## config.mk

```make
export PLATFORM = sky130hd
export DESIGN_NAME = sad_ctrl
export DESIGN_NICKNAME = d
export VERILOG_FILES = /design/src/rtl/sad_ctrl_pkg.sv /design/src/rtl/sad_wait_timer.sv /design/src/rtl/sad_ctrl.sv
export SDC_FILE = /design/constraint.sdc
export NUM_CORES = 1
export LEC_CHECK = 0
export ABC_AREA = 1
export CAP_MARGIN = 20
export CELL_PAD_IN_SITES_DETAIL_PLACEMENT = 0
export CELL_PAD_IN_SITES_GLOBAL_PLACEMENT = 2
export CORE_MARGIN = 5
export CORE_UTILIZATION = 30
export CTS_CLUSTER_SIZE = 24
export DETAILED_ROUTE_END_ITERATION = 8
export GPL_ROUTABILITY_DRIVEN = 0
export PLACE_DENSITY_LB_ADDON = 0.1
export SLEW_MARGIN = 20
export SYNTH_ARGS = -nofsm -noshare
export SYNTH_HDL_FRONTEND = slang
export SYNTH_SLANG_ARGS = --single-unit
```

## constraint.sdc

```tcl
create_clock -name clk -period 2.6 [get_ports clk]
set_clock_uncertainty 0.1 [all_clocks]
set_input_delay 0.78 -clock clk [delete_from_list [all_inputs] [get_ports clk]]
set_output_delay 0.78 -clock clk [all_outputs]
set_load 0.02 [all_outputs]
```

## src/rtl/sad_ctrl_pkg.sv

```systemverilog
// -----------------------------------------------------------------------------
// sad_ctrl_pkg
// Shared definitions for the customSad controller:
//   - state_t      : 3-bit binary state encoding of the sequencing FSM
//   - SAD_N        : number of elements in one SAD computation
//   - MEM_LAT_MIN/MAX : legal range of the A/B memory read latency
//   - WAIT_W       : width of the memory-latency wait counter
//   - iter_cnt_w() : width needed to count 0..max_iter without wrapping
// -----------------------------------------------------------------------------
package sad_ctrl_pkg;

  typedef enum logic [2:0] {
    IDLE  = 3'd0,
    INIT  = 3'd1,
    CHECK = 3'd2,
    WAIT  = 3'd3,
    ACCUM = 3'd4,
    STORE = 3'd5,
    DONE  = 3'd6
  } state_t;

  localparam int SAD_N       = 256;
  localparam int MEM_LAT_MIN = 0;
  localparam int MEM_LAT_MAX = 3;
  localparam int WAIT_W      = 2;

  // The iteration counter must be able to hold max_iter itself, because
  // the watchdog compares against that exact value.
  function automatic int iter_cnt_w(input int max_iter);
    return (max_iter < 1) ? 1 : $clog2(max_iter + 1);
  endfunction

endpackage

```

## src/rtl/sad_wait_timer.sv

```systemverilog
// -----------------------------------------------------------------------------
// sad_wait_timer
// Loadable down-counter that spaces the memory read strobe from the
// accumulate strobe by the memory read latency.
// Ports:
//   clk      in  system clock, rising edge
//   rst      in  synchronous active-high reset (count -> 0)
//   load     in  load load_val (has priority over dec)
//   load_val in  value to load
//   dec      in  decrement by one, holds at zero
//   last     out count is at 1 or below: this is the final wait cycle
// -----------------------------------------------------------------------------
module sad_wait_timer
  import sad_ctrl_pkg::*;
#(
  parameter int W = WAIT_W
) (
  input  logic         clk,
  input  logic         rst,
  input  logic         load,
  input  logic [W-1:0] load_val,
  input  logic         dec,
  output logic         last
);

  logic [W-1:0] count_reg;
  logic [W-1:0] count_next;

  always_comb begin
    count_next = count_reg;
    if (load) begin
      count_next = load_val;
    end else if (dec && (count_reg != '0)) begin
      count_next = count_reg - 1'b1;
    end
  end

  always_ff @(posedge clk) begin
    if (rst) begin
      count_reg <= '0;
    end else begin
      count_reg <= count_next;
    end
  end

  // Treating 0 as "last" too means a stray zero load can never strand the
  // FSM in WAIT.
  assign last = (count_reg <= W'(1));

endmodule

```

## src/rtl/sad_ctrl.sv

```systemverilog
// -----------------------------------------------------------------------------
// sad_ctrl
// Sequencing FSM for the customSad datapath: one full SAD_N-element SAD
// computation per accepted go, with wait cycles inserted for the
// synchronous A/B memory read latency and an iteration watchdog.
// Parameters:
//   MEM_LAT  read latency from mem_rd_en to valid a/b data (0..3)
//   MAX_ITER watchdog limit on accumulate iterations per run
// Ports:
//   clk, rst     clock and synchronous active-high reset
//   go           start request (only looked at in IDLE)
//   abort        cancel the current run
//   i_ld_256     datapath loop flag, high while i < 256
//   i_inc/i_clr  index strobes
//   sum_ld/sum_clr        accumulator strobes
//   sadreg_ld/sadreg_clr  result register strobes
//   mem_rd_en    A/B memory read strobe
//   busy         high in every state except IDLE
//   done         one-cycle pulse, result valid in sad
//   err          sticky watchdog error
// -----------------------------------------------------------------------------
module sad_ctrl
  import sad_ctrl_pkg::*;
#(
  parameter int MEM_LAT  = 1,
  parameter int MAX_ITER = SAD_N
) (
  input  logic clk,
  input  logic rst,
  input  logic go,
  input  logic abort,
  input  logic i_ld_256,
  output logic i_inc,
  output logic i_clr,
  output logic sum_ld,
  output logic sum_clr,
  output logic sadreg_ld,
  output logic sadreg_clr,
  output logic mem_rd_en,
  output logic busy,
  output logic done,
  output logic err
);

  // Out-of-range latencies are clamped so the 2-bit wait counter always
  // holds the programmed value.
  localparam int MEM_LAT_C = (MEM_LAT > MEM_LAT_MAX) ? MEM_LAT_MAX :
                             (MEM_LAT < MEM_LAT_MIN) ? MEM_LAT_MIN : MEM_LAT;
  localparam int ITER_W = iter_cnt_w(MAX_ITER);
  localparam logic [WAIT_W-1:0] WAIT_LOAD = WAIT_W'(MEM_LAT_C);
  localparam logic [ITER_W-1:0] ITER_MAX  = ITER_W'(MAX_ITER);

  state_t            state_reg;
  state_t            state_next;
  logic [ITER_W-1:0] iter_reg;
  logic [ITER_W-1:0] iter_next;
  logic              err_reg;
  logic              err_next;

  logic              timer_load;
  logic              timer_dec;
  logic              timer_last;

  sad_wait_timer #(
    .W (WAIT_W)
  ) u_wait_timer (
    .clk      (clk),
    .rst      (rst),
    .load     (timer_load),
    .load_val (WAIT_LOAD),
    .dec      (timer_dec),
    .last     (timer_last)
  );

  always_ff @(posedge clk) begin
    if (rst) begin
      state_reg <= IDLE;
      iter_reg  <= '0;
      err_reg   <= 1'b0;
    end else begin
      state_reg <= state_next;
      iter_reg  <= iter_next;
      err_reg   <= err_next;
    end
  end

  always_comb begin
    state_next = state_reg;
    iter_next  = iter_reg;
    err_next   = err_reg;
    timer_load = 1'b0;
    timer_dec  = 1'b0;
    i_inc      = 1'b0;
    i_clr      = 1'b0;
    sum_ld     = 1'b0;
    sum_clr    = 1'b0;
    sadreg_ld  = 1'b0;
    sadreg_clr = 1'b0;
    mem_rd_en  = 1'b0;
    done       = 1'b0;

    case (state_reg)
      IDLE: begin
        if (go && !abort) begin
          state_next = INIT;
          err_next   = 1'b0;
        end
      end

      INIT: begin
        i_clr      = 1'b1;
        sum_clr    = 1'b1;
        sadreg_clr = 1'b1;
        iter_next  = '0;
        state_next = CHECK;
      end

      CHECK: begin
        if (!i_ld_256) begin
          state_next = STORE;
        end else if (iter_reg == ITER_MAX) begin
          // Datapath never dropped its loop flag: store whatever has been
          // accumulated and still finish with a done pulse.
          err_next   = 1'b1;
          state_next = STORE;
        end else begin
          mem_rd_en  = 1'b1;
          timer_load = 1'b1;
          state_next = (MEM_LAT_C == 0) ? ACCUM : WAIT;
        end
      end

      WAIT: begin
        timer_dec = 1'b1;
        if (timer_last) begin
          state_next = ACCUM;
        end
      end

      ACCUM: begin
        sum_ld = 1'b1;
        i_inc  = 1'b1;
        if (iter_reg != ITER_MAX) begin
          iter_next = iter_reg + 1'b1;
        end
        state_next = CHECK;
      end

      STORE: begin
        sadreg_ld  = 1'b1;
        state_next = DONE;
      end

      DONE: begin
        done       = 1'b1;
        state_next = IDLE;
      end

      default: begin
        state_next = IDLE;
      end
    endcase

    // Abort overrides every transition out of a running state; the strobes
    // decoded above for this cycle still go out.
    if (abort && (state_reg != IDLE)) begin
      state_next = IDLE;
    end
  end

  assign busy = (state_reg != IDLE);
  assign err  = err_reg;

endmodule

```

**After elaboration in Yosys (flattened, before gate mapping)**

Cells that the tools add are included.

- Bits in latches: 0
- Input bits: 5
- Flip-flop bits (word level): 15
- Logic and storage cells: 58
- ROM bits: 0
- Memories: 0
- Output and inout port bits: 10
- RAM bits: 0

- Add/subtract/negate cells: 2
- Reduce and logical (&&, ||, !) cells: 16
- Eq/ne operators: 13
- Shift-type cells: 0
- Mux-type cells: 21
- Div/mod/pow operators: 0
- Magnitude comparators: 1
- Bitwise logic cells: 0
- Multipliers: 0

Operators with widths:

| kind | number |
|---|---|
| 9-bit case mux with 2 select lines | 1 |
| 3-bit case mux with 5 select lines | 1 |
| 1-bit 2-to-1 mux | 13 |
| 3-bit 2-to-1 mux | 4 |
| 2-bit != test, second input constant | 5 |
| 9-bit by 1-bit adder with 9-bit output, second input constant | 1 |
| 3-bit equality test, second input constant | 3 |
| 9-bit equality test, second input constant | 1 |
| 9-bit 2-to-1 mux | 1 |
| 9-bit != test, second input constant | 1 |
| 2-bit nonzero test | 4 |
| 3-bit by 2-bit equality test with 1-bit output, second input constant | 2 |
| 2-bit OR reduction | 3 |
| 2-bit AND reduction | 2 |
| 4-bit AND reduction | 1 |
| 3-bit by 1-bit equality test with 1-bit output, second input constant | 1 |
| 1-bit logical AND | 3 |
| 3-bit zero test | 1 |
| 3-bit nonzero test | 1 |
| 2-bit by 1-bit <= comparator with 1-bit output, second input constant | 1 |
| 1-bit case mux with 2 select lines | 1 |
| 2-bit by 1-bit subtractor with 2-bit output, second input constant | 1 |
| 1-bit zero test | 1 |

**Logic depth before layout (Yosys ltp)**

- Word-level depth: 5
- Gate-level depth with buffers: 9
- Mapped depth without buffers: 9

**Modules after synthesis**

A second synthesis with hierarchy kept.

- Cells, all modules: 162
- Area total of the unflattened synthesis: 1,024.7 um2

By module, submodules not included:

| module | area an instance (um2) | cells each | instances | seq. area each (um2) |
|---|---|---|---|---|
| sad_ctrl | 865.8 | 135 | 1 | 260.2 |
| sad_wait_timer | 158.9 | 27 | 1 | 40.0 |

**Least setup slack after synthesis**

Ideal clock, no wire load.

- Kind: register to output
- Start: register state_reg[1]
- End: output sadreg_clr
- Cell stages (with the launch flop): 6
- Path buffers: 2
- Arrival time: 1.125 ns
- Path slack: 0.595 ns
- Data required time: 1.720 ns
- Cells stage by stage: dfxtp_1 > inv_1 > nand3_1 > buf_6 > inv_1 > buf_4

- Longest elaborated chain between the ends: 2

RTL lines:

| item | line | RTL |
|---|---|---|
| start, declared | sad_ctrl.sv:53 | `state_t state_reg;` |
| start signal, assigned | sad_ctrl.sv:81 | `state_reg <= state_next;` |
| 3-bit by 1-bit equality test with 1-bit output | - |  |
| 1-bit 2-to-1 mux | - |  |
| end, declared | sad_ctrl.sv:38 | `output logic sadreg_clr,` |

No other way between the ends.

**Worst setup path after layout**

- Start: input i_ld_256
- End: output mem_rd_en

- Longest elaborated chain between the ends: 2

RTL lines:

| item | line | RTL |
|---|---|---|
| start, declared | sad_ctrl.sv:32 | `input logic i_ld_256,` |
| 1-bit 2-to-1 mux | sad_ctrl.sv:119 | `if (!i_ld_256) begin` |
| 1-bit 2-to-1 mux | sad_ctrl.sv:102 | `case (state_reg)` |
| end, declared | sad_ctrl.sv:39 | `output logic mem_rd_en,` |

No other way between the ends.

==> metrics.txt <==
status finished, final reports clean; Reg area 300.3 um^2; HPWL Detailed 1.943 mm; prevailing post-synth register cell dfxtp_1; multi-input logic area 540.5 um^2; Area Overhead vs Synth 26.63%; Starting DRT DRC Count 18; Routed wire per std cell 11.05 um; critical path class input pin to output port; largest net degree at the start of global routing 11; grt ovf 0; Final ANT Viol Nets 0; Flop pwr share 44.9%; top-count cell post-synth nand2_1; startpoint types input pin; Initial DRT Pass Iterations 4; Power Total 0.5641 mW; Synth top area share 30.73%; Peak VDD IR 0.0002558 V; Required @ worst endpoint 1720 ps; Num CTS Buffers 3; Clock Tree Buf Depth 2; CP peak stage delay 470 ps; Total Nets Final 180; Fin. Hold Viols 0; antenna violations before repair 0; Synth Register Bits 15; Finish-stage setup viols 0; met1 usage 14.39%; Global Route met2 Usage 20.74%; Worst Hold Class register to register; post-cts hold buffer count 0; chip height 67.07 um; Gate Count Post-Synth 146; routed wire length 2.364 mm; Setup crit end kind output port; post-cts resize count 6; global-route wire length before repair 4.008 mm; clock power share 24.6%; Leakage 0.6265 nW; Starting Density 31.75%; ANT cells 0; clk sinks 15; WP buf/inv 3; Switching Power 0.1874 mW; Net Sw Frac 33.22%; top cells by count, synth nand2_1, inv_1, nand3_1, nor2_1, dfxtp_1; synth unique cells 26; number of global-route vias before repair 908; mean number of vias per cell 4.472; cell chain of the critical path clkdlybuf4s50_1, nand3_1, inv_1, buf_2; synth warn 0; cell taking the most area after synthesis dfxtp_1; peak fanout along the critical path 2; Int Power 0.3767 mW; GRT Total Usage 12.03%; Largest register FFs 9; I/O pin count 15; Max-Cap Viols 0; critical path's slowest cell clkdlybuf4s50_1; CTS tree done; row cnt 20; die width 67.07 um; core area 0.003078 mm^2; via count 957; Fmax 406.0 MHz; register area share after synthesis 30.73%; PwrDens 455.9 mW/mm^2; met3 Use GR 2.530%; crit-path leading delay family buffers and inverters; Syn Area/Cell 6.693 um^2; die area 0.004498 mm^2; Final Max Slew Viols 0; clock-pin slew of the registers on the worst-case setup and hold paths 100 ps; Worst-Margin Slew 330.5 ps; RSZ-0062 raised after global routing no; buffers added on ports 14; EDFF count, synth 0; layout cells sized above 1 13.53%; GR peak layer met2; hold slack 379.8 ps; Post-Syn Nets 155; min Tclk post-route 2463 ps; Comb power frac 30.5%; FILL cells 351; H-tree depth 1; CTS root buf clkbuf_4; share of flip-flops with an asynchronous set or reset 0%; post-CTS setup buffers 0; WP data arrival 1580 ps; Tcrit/Tclk final 94.74%; worst skew pair latency 290 ps; DRC viols 0; area of the mapped netlist 977.2 um^2; Slew headroom 77.74%; Area contributors post-synth dfxtp_1, nand2_1, nand3_1, inv_1, nor2_1
## routing by layer
metal | up-vias | wire [um]
met5 | - | 0
met4 | 0 | 30
met3 | 4 | 51
met2 | 12 | 1188
met1 | 428 | 1094
li1 | 513 | -
## cells by family (layout without fill, tap and decap cells)
group / count (synthesis) / after routing / share of synthesized area [%]
xor+xnor: 1 / 1 / 0.8965
simple gates: 76 / 76 / 36.88
flops: 15 / 15 / 30.73
buf+inv: 30 / 54 / 14.47
fa+ha+maj: 4 / 4 / 5.122
compound gates: 20 / 20 / 11.91
## worst min-delay path, delay by kind of cell, from the launching register on
kind / cells / cell delay, ps
DFF: 1 / 340
and+or+nand+nor: 1 / 70
AOI/OAI and AO/OA: 1 / 40
## per-stage QoR
stage	util, %	area, um^2	setup TNS [ps]	std cells	worst slack, ps
after floorplan	-	977.2	0	146	594.9
after global placement	39.23	1207	-311.9	210	-311.9
after detailed placement	39.23	1207	-311.6	210	-311.6
after CTS	40.00	1231	0	214	2.218
after global routing	40.20	1237	0	214	39.10
final	40.20	1237	0	214	136.7
## power groups by stage
| stage | Combinational (mW) | Sequential, mW | Clock (mW) |
|---|---|---|---|
| after global placement | 0.179 | 0.258 | 0 |
| final | 0.172 | 0.253 | 0.139 |
| after CTS | 0.179 | 0.253 | 0.149 |
| after floorplan | 0.112 | 0.264 | 0 |
| after global routing | 0.191 | 0.255 | 0.161 |
| after detailed placement | 0.179 | 0.259 | 0 |
## cells in the final DEF, fill, tap and decap left out, types with 2 or more instances in the layout
cell,instances
clkdlybuf4s50_1,7
dlygate4sd2_1,3
nand2_1,27
ha_1,4
nand3_1,20
nor2_1,16
dlymetal6s2s_1,3
clkbuf_4,3
o21ai_1,2
dfxtp_1,15
nor3_1,2
buf_4,11
inv_1,24
nand2_4,2
o21bai_1,2
a22oi_1,2
nand4_1,2
a21oi_1,11
## path summary, 6_finish.rpt
path / from / to / slack, ps / cells past startpoint
min: err / err / 380 / 2
max reg2reg: iter_reg[1] / iter_reg[1] / 1010 / 10
min reg2reg: err / err / 380 / 2
max: i_ld_256 / mem_rd_en / 140 / 4
## area by class of cell
| cell class | instances | share of cell area, % |
|---|---|---|
| Clock buffer | 4 | 2.123 |
| Inverter | 25 | 7.583 |
| Multi-Input combinational cell | 101 | 43.68 |
| Sequential cell | 15 | 24.27 |
| Tap cell | 44 | 4.449 |
| Timing Repair Buffer | 25 | 17.90 |
Note: power is estimated with default switching activity, not from simulation.
